File: config.mk
export PLATFORM = sky130hd
export DESIGN_NAME = servant_reset_seq_flat
export DESIGN_NICKNAME = d
export VERILOG_FILES = /design/src/rtl/servant_reset_seq_if.sv /design/src/rtl/servant_reset_seq.sv /design/src/flat_wrapper.sv
export SDC_FILE = /design/constraint.sdc
export NUM_CORES = 1
export LEC_CHECK = 0
export CORE_MARGIN = 2
export CORE_UTILIZATION = 57
export CTS_BUF_LIST = sky130_fd_sc_hd__clkbuf_4
export CTS_CLUSTER_SIZE = 25
export DETAILED_ROUTE_END_ITERATION = 16
export GPL_ROUTABILITY_DRIVEN = 1
export PLACE_DENSITY = 0.77
export SKIP_CTS_REPAIR_TIMING = 1
export SLEW_MARGIN = 15
export SYNTH_ARGS = -nofsm -noshare
export SYNTH_HDL_FRONTEND = slang
export SYNTH_SLANG_ARGS = --single-unit
File: constraint.sdc
create_clock -name i_clk -period 2.2 [get_ports i_clk]
set_clock_uncertainty 0.05 [all_clocks]
set_input_delay 0.44 -clock i_clk [delete_from_list [all_inputs] [get_ports i_clk]]
set_output_delay 0.44 -clock i_clk [all_outputs]
set_load 0.03 [all_outputs]
File: src/rtl/servant_reset_seq_if.sv
// Sequencer-side bundle: lock and soft-reset requests in, sequenced domain resets and status out.
// The sequencer takes the master modport; whoever drives lock/soft-reset and consumes the resets takes slave.
interface servant_reset_seq_if #(
  parameter int NUM_OUT = 2
);
  logic               i_locked;
  logic               i_sw_rst;
  logic [NUM_OUT-1:0] o_rst;
  logic               o_ready;
  logic [7:0]         o_lost;

  modport master (
    input  i_locked,
    input  i_sw_rst,
    output o_rst,
    output o_ready,
    output o_lost
  );

  modport slave (
    output i_locked,
    output i_sw_rst,
    input  o_rst,
    input  o_ready,
    input  o_lost
  );
endinterface

File: src/rtl/servant_reset_seq.sv
// Reset sequencer: synchronises PLL lock, filters it, stretches reset, then releases
// the reset domains in ascending order; lock loss or soft reset re-asserts every domain.
module servant_reset_seq #(
  parameter int NUM_OUT     = 2,
  parameter int SYNC_STAGES = 2,
  parameter int LOCK_FILTER = 8,
  parameter int STRETCH     = 16,
  parameter int STEP        = 4
) (
  input  logic                 i_clk,
  input  logic                 i_rst,
  servant_reset_seq_if.master  bus
);

  localparam int REL_MAX = STEP * (NUM_OUT - 1);
  localparam int M1      = (LOCK_FILTER > STRETCH) ? LOCK_FILTER : STRETCH;
  localparam int CNT_MAX = (M1 > REL_MAX) ? M1 : REL_MAX;
  localparam int CW      = $clog2(CNT_MAX + 1);

  typedef enum logic [1:0] {
    S_WAIT_LOCK,
    S_STRETCH,
    S_RELEASE,
    S_RUN
  } state_t;

  logic [SYNC_STAGES-1:0] sync_q, sync_d;
  state_t                 state_q, state_d;
  logic [CW-1:0]          cnt_q, cnt_d;
  logic [NUM_OUT-1:0]     rst_q, rst_d;
  logic                   ready_q, ready_d;
  logic [7:0]             lost_q, lost_d;

  logic                   locked_s;
  logic [CW-1:0]          cnt_inc;
  logic [NUM_OUT-1:0]     rel_hit;

  assign locked_s = sync_q[SYNC_STAGES-1];
  assign cnt_inc  = cnt_q + CW'(1);

  // Domain k is due when the post-release counter reaches STEP*k.
  genvar gi;
  generate
    for (gi = 0; gi < NUM_OUT; gi++) begin : g_rel
      assign rel_hit[gi] = (cnt_inc == CW'(STEP * gi));
    end
  endgenerate

  always_comb begin
    sync_d  = {sync_q[SYNC_STAGES-2:0], bus.i_locked};
    state_d = state_q;
    cnt_d   = cnt_q;
    rst_d   = rst_q;
    ready_d = ready_q;
    lost_d  = lost_q;

    case (state_q)
      S_WAIT_LOCK: begin
        // Counter already holds LOCK_FILTER ones when the next one arrives.
        if (!locked_s) begin
          cnt_d = '0;
        end else if (cnt_q == CW'(LOCK_FILTER)) begin
          state_d = S_STRETCH;
          cnt_d   = '0;
        end else begin
          cnt_d = cnt_inc;
        end
      end

      S_STRETCH: begin
        if (!locked_s) begin
          state_d = S_WAIT_LOCK;
          cnt_d   = '0;
        end else if (bus.i_sw_rst) begin
          cnt_d = '0;
        end else if (cnt_q == CW'(STRETCH - 1)) begin
          cnt_d    = '0;
          rst_d[0] = 1'b0;
          if (NUM_OUT == 1) begin
            state_d = S_RUN;
            ready_d = 1'b1;
          end else begin
            state_d = S_RELEASE;
          end
        end else begin
          cnt_d = cnt_inc;
        end
      end

      default: begin
        // RELEASE and RUN share the abort paths; lock loss outranks soft reset.
        if (!locked_s) begin
          state_d = S_WAIT_LOCK;
          cnt_d   = '0;
          rst_d   = '1;
          ready_d = 1'b0;
          lost_d  = (lost_q == 8'hFF) ? lost_q : lost_q + 8'd1;
        end else if (bus.i_sw_rst) begin
          state_d = S_STRETCH;
          cnt_d   = '0;
          rst_d   = '1;
          ready_d = 1'b0;
        end else if (state_q == S_RELEASE) begin
          cnt_d = cnt_inc;
          rst_d = rst_q & ~rel_hit;
          if (rel_hit[NUM_OUT-1]) begin
            state_d = S_RUN;
            ready_d = 1'b1;
          end
        end
      end
    endcase
  end

  always_ff @(posedge i_clk or posedge i_rst) begin
    if (i_rst) begin
      sync_q  <= '0;
      state_q <= S_WAIT_LOCK;
      cnt_q   <= '0;
      rst_q   <= '1;
      ready_q <= 1'b0;
      lost_q  <= 8'd0;
    end else begin
      sync_q  <= sync_d;
      state_q <= state_d;
      cnt_q   <= cnt_d;
      rst_q   <= rst_d;
      ready_q <= ready_d;
      lost_q  <= lost_d;
    end
  end

  assign bus.o_rst   = rst_q;
  assign bus.o_ready = ready_q;
  assign bus.o_lost  = lost_q;

endmodule

File: src/flat_wrapper.sv
// flat-port wrapper written by rule: the top's interface ports become plain ports
module servant_reset_seq_flat 
#(
  parameter int NUM_OUT     = 2,
  parameter int SYNC_STAGES = 2,
  parameter int LOCK_FILTER = 8,
  parameter int STRETCH     = 16,
  parameter int STEP        = 4
)
  (i_clk, i_rst, bus_i_locked, bus_i_sw_rst, bus_o_rst, bus_o_ready, bus_o_lost);
  servant_reset_seq_if #(.NUM_OUT(NUM_OUT)) bus_i ();
  input  logic i_clk;
  input  logic i_rst;
  input wire logic [$bits(bus_i.i_locked)-1:0] bus_i_locked;
  input wire logic [$bits(bus_i.i_sw_rst)-1:0] bus_i_sw_rst;
  output wire logic [$bits(bus_i.o_rst)-1:0] bus_o_rst;
  output wire logic [$bits(bus_i.o_ready)-1:0] bus_o_ready;
  output wire logic [$bits(bus_i.o_lost)-1:0] bus_o_lost;
  assign bus_i.i_locked = bus_i_locked;
  assign bus_i.i_sw_rst = bus_i_sw_rst;
  assign bus_o_rst = bus_i.o_rst;
  assign bus_o_ready = bus_i.o_ready;
  assign bus_o_lost = bus_i.o_lost;
  servant_reset_seq #(.NUM_OUT(NUM_OUT), .SYNC_STAGES(SYNC_STAGES), .LOCK_FILTER(LOCK_FILTER), .STRETCH(STRETCH), .STEP(STEP)) u_core (.i_clk(i_clk), .i_rst(i_rst), .bus(bus_i));
endmodule
Yosys cells after proc, flatten, opt, wreduce, memory -nomap -nowiden
Cells that the tools add are included.
{"block": "word_totals", "reg_bits": 20, "inputBits": 4, "out_inout_bits": 11, "wordCells": 71}
{"block": "op_classes", "add_sub_neg": 2, "n_eq_ne": 18, "mux": 30, "bitwise": 6, "n_reduce_logical": 8}
{"operator": "$mux W5", "count": 8}
{"operator": "$mux W2", "count": 12}
{"operator": "$ne A3 B3 Y1 const B", "count": 4}
{"operator": "$eq A5 B4 Y1 const B", "count": 2}
{"operator": "$ne A5 B5 Y1 const B", "count": 2}
{"operator": "$pmux W5 S2", "count": 1}
{"operator": "$add A8 B1 Y8 const B", "count": 1}
{"operator": "$eq A8 B8 Y1 const B", "count": 1}
{"operator": "$ne A2 B1 Y1 const B", "count": 4}
{"operator": "$mux W1", "count": 7}
{"operator": "$reduce_and A3 Y1", "count": 2}
{"operator": "$reduce_and A6 Y1", "count": 1}
{"operator": "$add A5 B1 Y5 const B", "count": 1}
{"operator": "$eq A5 B3 Y1 const B", "count": 1}
{"operator": "$logic_not A5 Y1", "count": 1}
{"operator": "$reduce_and A5 Y1", "count": 1}
{"operator": "$ne A4 B4 Y1 const B", "count": 1}
{"operator": "$not A1 Y1", "count": 4}
{"operator": "$pmux W2 S2", "count": 1}
{"operator": "$and A2 B2 Y2", "count": 1}
{"operator": "$eq A2 B1 Y1 const B", "count": 1}
{"operator": "$eq A2 B2 Y1 const B", "count": 1}
{"operator": "$logic_not A2 Y1", "count": 1}
{"operator": "$ne A2 B2 Y1 const B", "count": 1}
{"operator": "4 further kinds", "count": 4}

Logic depth before layout (Yosys ltp)
Gate-level depths: netlist (run 1).
{"block": "depth", "word_depth": 8, "depth_mapped": 8, "ltp_nobuf": 8}

Worst setup path after synthesis (run 1)
Ideal clock, no wire load.
{"block": "synth_timing", "path_kind": "reg-to-reg", "startpoint": "reg u_core.cnt_q[0]", "endpoint": "reg u_core.state_q[1]", "setup_ps": 128, "arrival_time_ps": 1843, "t_required_ps": 2022, "path_slack_ps": 180, "path_stages_with_launch": 8, "path_buffers": 0, "synth_period_minus_slack_ps": 2020, "path_cell_list": "dfrtp_1 > ha_1 > and3_1 > ha_1 > nand2_1 > o311ai_0 > o21ai_1 > mux2i_1"}
{"block": "synth_via", "elab_chain_cells": 4, "word_cells_on_any_way": 8, "cone_classes": "add/sub: 1; eq/ne: 6; reduce/logical: 1"}
{"item": "from (decl)", "line": "servant_reset_seq.sv:29", "rtl": "logic [CW-1:0] cnt_q, cnt_d;"}
{"item": "from (signal assigned)", "line": "servant_reset_seq.sv:126", "rtl": "cnt_q <= cnt_d;"}
{"item": "$add A5 B1 Y5", "line": "servant_reset_seq.sv:39", "rtl": "assign cnt_inc = cnt_q + CW'(1);"}
{"item": "$eq A5 B3 Y1", "line": "servant_reset_seq.sv:45", "rtl": "assign rel_hit[gi] = (cnt_inc == CW'(STEP * gi));"}
{"item": "$ne A5 B5 Y1 (no line)"}
{"item": "$reduce_and A6 Y1 (no line) (*)"}
{"item": "to (signal assigned)", "line": "servant_reset_seq.sv:125", "rtl": "state_q <= state_d;"}
{"item": "to (decl)", "line": "servant_reset_seq.sv:28", "rtl": "state_t state_q, state_d;"}
Mark *: on every way between the ends. The rest lies on a longest branch, timed or not.
A chain may end at the register's enable or synchronous reset.

Worst setup path in the final report (run 1)
{"block": "layout_timing", "startpoint": "reg u_core.cnt_q[1]", "endpoint": "reg u_core.cnt_q[2]"}
{"block": "layout_via", "elab_chain_cells": 5, "word_cells_on_any_way": 12, "cone_classes": "add/sub: 1; eq/ne: 2; mux: 9"}
{"item": "$add A5 B1 Y5 or $eq A5 B4 Y1 (tied branches)", "line": "servant_reset_seq.sv:39, servant_reset_seq.sv:76"}
{"item": "$mux W5 (on tied branches)", "line": "servant_reset_seq.sv:103, servant_reset_seq.sv:76"}
{"item": "$mux W5 (on tied branches)", "line": "servant_reset_seq.sv:98, servant_reset_seq.sv:74"}
{"item": "$mux W5 (on tied branches)", "line": "servant_reset_seq.sv:92, servant_reset_seq.sv:71"}
{"item": "$pmux W5 S2 (*)", "line": "servant_reset_seq.sv:57", "rtl": "case (state_q)"}
Mark *: on every way between the ends. The rest lies on a longest branch, timed or not. The select of a mux whose other input is x is not followed.

==> results of run 1 <==
-- report_power, final --
group / internal, mW / total [mW] / leakage [nW] / switching, mW
clock: 0.184 / 0.305 / 0.0279 / 0.120
sequential: 0.465 / 0.564 / 0.255 / 0.0997
combinational: 0.359 / 0.809 / 0.356 / 0.450
-- path summary, 6_finish.rpt --
| path | startpoint | to | slack, ps | cells past startpoint |
|---|---|---|---|---|
| max in group asynchronous | i_rst | u_core.bus.o_rst[1] | 1450 | 3 |
| setup / recovery | u_core.cnt_q[1] | u_core.cnt_q[2] | 160 | 7 |
| hold reg to reg | u_core.sync_q[0] | u_core.sync_q[1] | 310 | 0 |
| min in group asynchronous | i_rst | u_core.sync_q[1] | 390 | 3 |
| hold / removal | u_core.sync_q[0] | u_core.sync_q[1] | 310 | 0 |
| setup reg to reg | u_core.cnt_q[1] | u_core.cnt_q[2] | 160 | 7 |
-- flip-flops by register name, indices dropped and copies added, names as in the netlist --
register / count
u_core.state_q: 2
u_core.bus.o_rst: 2
u_core.bus.o_lost: 8
u_core.sync_q: 2
u_core.bus.o_ready: 1
u_core.cnt_q: 5
-- stage by stage --
step                      worst slack [ps]  util (%)  hold slack, ps  instances
after floorplan                        180         -             281        125
after global placement                 225      71.1             288        167
after detailed placement               176      71.1             290        167
after CTS                              149      73.7             319        171
after global routing                  21.5      73.7             323        171
final                                  163      73.7             314        171
-- final cells by class --
cell class | instances | share of cell area (%)
clock buffers | 3 | 1.54
inverters | 9 | 2.31
clock inverters | 1 | 2.05
flip-flops and latches | 20 | 34.4
multi-input cells | 91 | 44.7
well taps | 27 | 2.31
repair buffers | 20 | 12.7
-- cells in the mapped netlist, drive strengths merged (2+ instances only) --
| library cell | instances | share of area [%] |
|---|---|---|
| a21boi | 2 | 1.2 |
| a21o | 3 | 1.8 |
| a21oi | 7 | 2.9 |
| and3 | 3 | 1.5 |
| buf | 3 | 1.7 |
| clkbuf | 2 | 0.62 |
| dfrtp | 18 | 37 |
| dfstp | 2 | 4.3 |
| ha | 9 | 9.2 |
| inv | 9 | 2.8 |
| mux2i | 3 | 2.5 |
| nand2 | 10 | 3.1 |
| nand2b | 2 | 1.0 |
| nand3 | 3 | 1.2 |
| nor2 | 6 | 1.8 |
| nor2b | 4 | 2.1 |
| nor3 | 4 | 1.6 |
| o21ai | 6 | 2.5 |
| o22ai | 2 | 1.0 |
| o311ai | 2 | 1.4 |
| or2 | 2 | 1.0 |
| xnor2 | 4 | 2.9 |
| xor2 | 3 | 2.2 |
-- logic make-up (layout without fill, tap and decap cells) --
| family | count (synthesis) | count (layout) | synth area share [%] |
|---|---|---|---|
| xor gates and xnor gates | 7 | 7 | 5.03 |
| and+or+nand+nor | 43 | 43 | 19.9 |
| AOI/OAI and AO/OA | 28 | 28 | 16.0 |
| muxes | 4 | 4 | 3.39 |
| adders and majority gates | 9 | 9 | 9.24 |
| DFF | 20 | 20 | 41.3 |
| buffers and inverters | 14 | 33 | 5.13 |
-- metal layers --
layer  vias up  track usage (%)  routed length [um]
li1        472                -                   -
met5         -                0                   0
met3         4             5.95                 117
met2        24             35.1                1090
met1       448             32.0                1180
met4         0             5.56                  25
-- worst register-to-register path, cell delays in order, from the launching register on --
cell and delay [ps]:
dfrtp_1 450, ha_1 210, and3_1 190, ha_1 220, a211oi_1 280, a21boi_0 220
nor3b_1 260, a21o_1 110
==> results.py, run 1 <==
metrics = {
    "layout": {
        "seqCellArea_um2": 503,
        "num-fill-cells": 146,
        "final_common_cell": "dfrtp_1",
        "diodes": 0,
        "multi_input_area_um2": 653,
        "nNetsFinal": 158,
        "design_area_um2": 1460,
        "layout_common_cells": "18 x dfrtp_1, 14 x clkdlybuf4s50_1, 10 x nand2_1",
        "drive_above_1_share_pct": 13.2,
        "synthToLayoutAreaGrowth_pct": 19.9,
    },
    "logic_synthesis": {
        "synthesis.area_um2": 1220,
        "synth_edf_count": 0,
        "async_flop_share_pct": 100,
        "yosys_warnings": 0,
        "ys_ff_latch": 20,
        "syn_inst": 125,
        "syn_nets": 138,
        "synth_cell_types": 41,
        "synthFlopType": "dfrtp_1",
        "synth_seq_area_share_pct": 41.3,
        "avgSynthCellArea_um2": 9.75,
    },
    "power": {
        "p_total_mw": 1.68,
        "ir_drop_uv": 894,
        "p_leak_nw": 0.639,
        "power_density_nw_per_um2": 1150,
    },
    "setup_path": {
        "cp-start-kind": "flop",
        "critPathCaptureType": "flop",
        "path_cells": "ha_1 > and3_1 > ha_1 > a211oi_1 > a21boi_0 > nor3b_1 > a21o_1",
        "cpMostUsedCell": "ha_1",
        "crit_buf_inv": 0,
        "critPathKind": "flop to flop",
        "worstPathRequired_ps": 2410,
        "critical_path.top_delay_family": "compound AO/OA/AOI/OAI gates",
        "arrival_ps": 2250,
        "critical-path-slowest-cell": "dfrtp_1",
        "max_stage_delay_ps": 450,
        "crit_path_max_fanout": 6,
    },
    "routing": {
        "firstDrtPassIters": 4,
        "remaining_drc_errors": 0,
        "vias_per_cell": 5.54,
        "final_antenna_net_count": 0,
        "wl_per_cell_um": 14.1,
        "num_vias": 948,
        "wirelength_um": 2410,
        "drt_iter0_markers": 9,
    },
    "timing": {
        "period_share_pct": 92.6,
        "period_needed_ps": 2040,
        "finalSetupViolations": 0,
        "hold_violations": 0,
        "tightest_slew_ps": 447,
        "grt_setup_unrepaired": "false",
        "fin_setup_tns_ps": 0,
        "fmax_mhz": 491,
        "slew_headroom_pct": 69.9,
        "maxSlewViolCount": 0,
    },
    "grt": {
        "grt_max_degree": 21,
        "grt_pass1_wl_um": 4290,
        "grt_use_total_pct": 22.8,
        "overflow": 0,
        "grt_pass1_vias": 957,
        "antenna_found_initial": 0,
    },
    "floorplan": {
        "die_area_um2": 2520,
        "num_io_pins": 15,
        "die_x_um": 50.2,
        "start_util_pct": 61.5,
        "rows": 16,
        "die_h_um": 50.2,
        "coreArea_um2": 1980,
    },
    "clocking": {
        "cts_root_buf": "clkbuf_4",
        "clockBufferDepth": 2,
        "cts.sinks": 20,
        "cts_tree": "yes",
        "cts_inserted_buffers": 3,
        "clk_latency_ps": 310,
        "clk_pin_slew_ps": 120,
        "htree_levels": 1,
    },
    "flow_run": {
        "cap_violations": 0,
    },
    "place": {
        "dpl.hpwl_um": 1850,
        "portBuffers": 14,
        "gp_congestion": 0.874,
        "dpl_cell_area_um2": 1410,
    },
    "hold_path": {
        "hold_class": "flop to flop",
    },
    "run_status": {
        "outcome": "completed",
    },
}
No activity file was read; power rests on OpenSTA's default activity.
==> inputs of run 2 (changes only) <==
--- a/constraint.sdc
+++ b/constraint.sdc
@@ -3,3 +3,3 @@
 set_input_delay 0.44 -clock i_clk [delete_from_list [all_inputs] [get_ports i_clk]]
 set_output_delay 0.44 -clock i_clk [all_outputs]
-set_load 0.03 [all_outputs]
+set_load 0.1 [all_outputs]
==> run 2 against run 1 <==
Effect of this change:
- first-iteration DRC count rose by 33%
- sequential power barely moved
- die area stayed put
- worst setup slack worse by 2.9 ps
- sequential share of layout area rose by 1.6 points
- worst hold slack better by 12 ps
- routed wire length decreased by 0.17%
- sequential cell count stayed put
- critical endpoint unchanged
- utilization down 3.0 points
- largest power group unchanged
- critical path type unchanged
- final cell count is 0.58% lower
- highest routed layer unchanged
- register-to-register slack about the same
==> results.py, run 2 (synthesis results as in run 1) <==
metrics = {
    "layout": {
        "fin_util_pct": 70.8,
        "synthToLayoutAreaGrowth_pct": 15.1,
        "drive_above_1_share_pct": 21.0,
        "num-fill-cells": 154,
        "largest_register_ffs": 8,
        "nNetsFinal": 157,
        "diodes": 0,
        "layout_common_cells": "16 x buf_4, 16 x dfrtp_1, 10 x nand2_1",
    },
    "timing": {
        "hold_violations": 0,
        "finalSetupViolations": 0,
        "period_share_pct": 92.7,
        "tightest_slew_ps": 404,
        "maxSlewViolCount": 0,
        "fmax_mhz": 490,
        "slew_headroom_pct": 72.8,
        "fin_setup_tns_ps": 0,
        "grt_setup_unrepaired": "false",
        "period_needed_ps": 2040,
    },
    "clocking": {
        "htree_levels": 1,
        "cts.sinks": 20,
        "clk_latency_ps": 310,
        "cts_root_buf": "clkbuf_4",
        "cts_inserted_buffers": 3,
        "clk_pin_slew_ps": 120,
        "clockBufferDepth": 2,
        "cts_tree": "yes",
    },
    "routing": {
        "final_antenna_net_count": 0,
        "drt_iter0_markers": 12,
        "dr.max_layer_used": "met4",
        "firstDrtPassIters": 4,
        "wl_per_cell_um": 14.1,
        "wl_met1_um": 1180,
        "num_vias": 954,
        "vias_per_cell": 5.61,
        "wl_met2_um": 1160,
        "wl_met3_um": 45,
        "remaining_drc_errors": 0,
        "wirelength_um": 2400,
    },
    "setup_path": {
        "cp-start-kind": "flop",
        "worstPathRequired_ps": 2410,
        "arrival_ps": 2250,
        "crit_path_max_fanout": 6,
        "critPathCaptureType": "flop",
        "critPathKind": "flop to flop",
    },
    "floorplan": {
        "coreArea_um2": 1980,
        "num_io_pins": 15,
        "rows": 16,
        "die_area_um2": 2520,
        "start_util_pct": 61.5,
        "die_h_um": 50.2,
        "die_x_um": 50.2,
    },
    "place": {
        "portBuffers": 14,
        "gp_congestion": 0.849,
        "dpl.hpwl_um": 1820,
    },
    "grt": {
        "grt_use_total_pct": 21.3,
        "antenna_found_initial": 0,
        "overflow": 0,
        "grt_pass1_wl_um": 4050,
        "grt_pass1_vias": 883,
        "grt_max_degree": 21,
    },
    "run_status": {
        "outcome": "completed",
    },
    "power": {
        "power_density_nw_per_um2": 1290,
        "p_leak_nw": 0.634,
        "ir_drop_uv": 1600,
    },
    "flow_run": {
        "cap_violations": 0,
    },
    "hold_path": {
        "hold_class": "flop to flop",
    },
}
## run 2: cell types whose count changed in the layout (fill, tap and decap cells not counted)
cell and delta:
dfrtp_2 +2, a21boi_0 -1, clkinv_1 +1, bufinv_16 -1, a21boi_1 +1, buf_4 +10, dfrtp_1 -2, clkdlybuf4s50_1 -11
## run 2: cell type report
cell class              count  area, um^2  area share [%]
multi-input cells          91         653            46.6
flip-flops and latches     20         505            36.0
repair buffers             19         150            10.7
inverters                   9        33.8            2.41
well taps                  27        33.8            2.41
clock buffers               3        22.5            1.61
clock inverters             1        3.75           0.268
## run 2: final timing paths
| path | startpoint | to | slack (ps) | depth (start not counted) |
|---|---|---|---|---|
| hold / removal | u_core.sync_q[0] | u_core.sync_q[1] | 330 | 0 |
| min in group asynchronous | i_rst | u_core.cnt_q[3] | 390 | 3 |
| setup / recovery | u_core.cnt_q[1] | u_core.cnt_q[2] | 160 | 7 |
| hold reg to reg | u_core.sync_q[0] | u_core.sync_q[1] | 330 | 0 |
| setup reg to reg | u_core.cnt_q[1] | u_core.cnt_q[2] | 160 | 7 |
| max in group asynchronous | i_rst | u_core.bus.o_rst[0] | 1440 | 3 |
## run 2: metal layers
metal,vias up,track usage (%)
li1,470,-
met1,468,30.0
met2,14,33.6
met3,2,3.57
met4,0,6.94
met5,-,0
## run 2: report_power, final
group | switching (mW) | total [mW] | internal, mW
Clock | 0.116 | 0.183 | 0.0662
Sequential | 0.0985 | 0.567 | 0.469
Combinational | 0.723 | 1.06 | 0.341
Total | 0.938 | 1.81 | 0.876
## run 2: critical path: stages, from the launching register on
cell and delay, ps:
dfrtp_1 450, ha_1 210, and3_1 190, ha_1 220, a211oi_1 310, o21ai_0 220
o21ai_0 200, a21o_1 130
## run 2: through the flow
stage / power [mW] / hold slack (ps) / worst slack (ps) / area (um^2) / std cells
6_report: 1.81 / 326 / 160 / 1400 / 170
5_1_grt: 1.92 / 332 / 10.7 / 1400 / 170
4_1_cts: 1.81 / 325 / 139 / 1400 / 170
3_5_place_dp: 1.63 / 296 / 167 / 1380 / 166
3_3_place_gp: 1.60 / 293 / 232 / 1380 / 166
2_1_floorplan: 1.38 / 281 / 101 / 1220 / 125
==> inputs of run 3 (changes only) <==
- CTS_CLUSTER_DIAMETER: unset -> 30
==> results of run 3 <==
Final layout, timing and power as in run 2 (identical DEF).
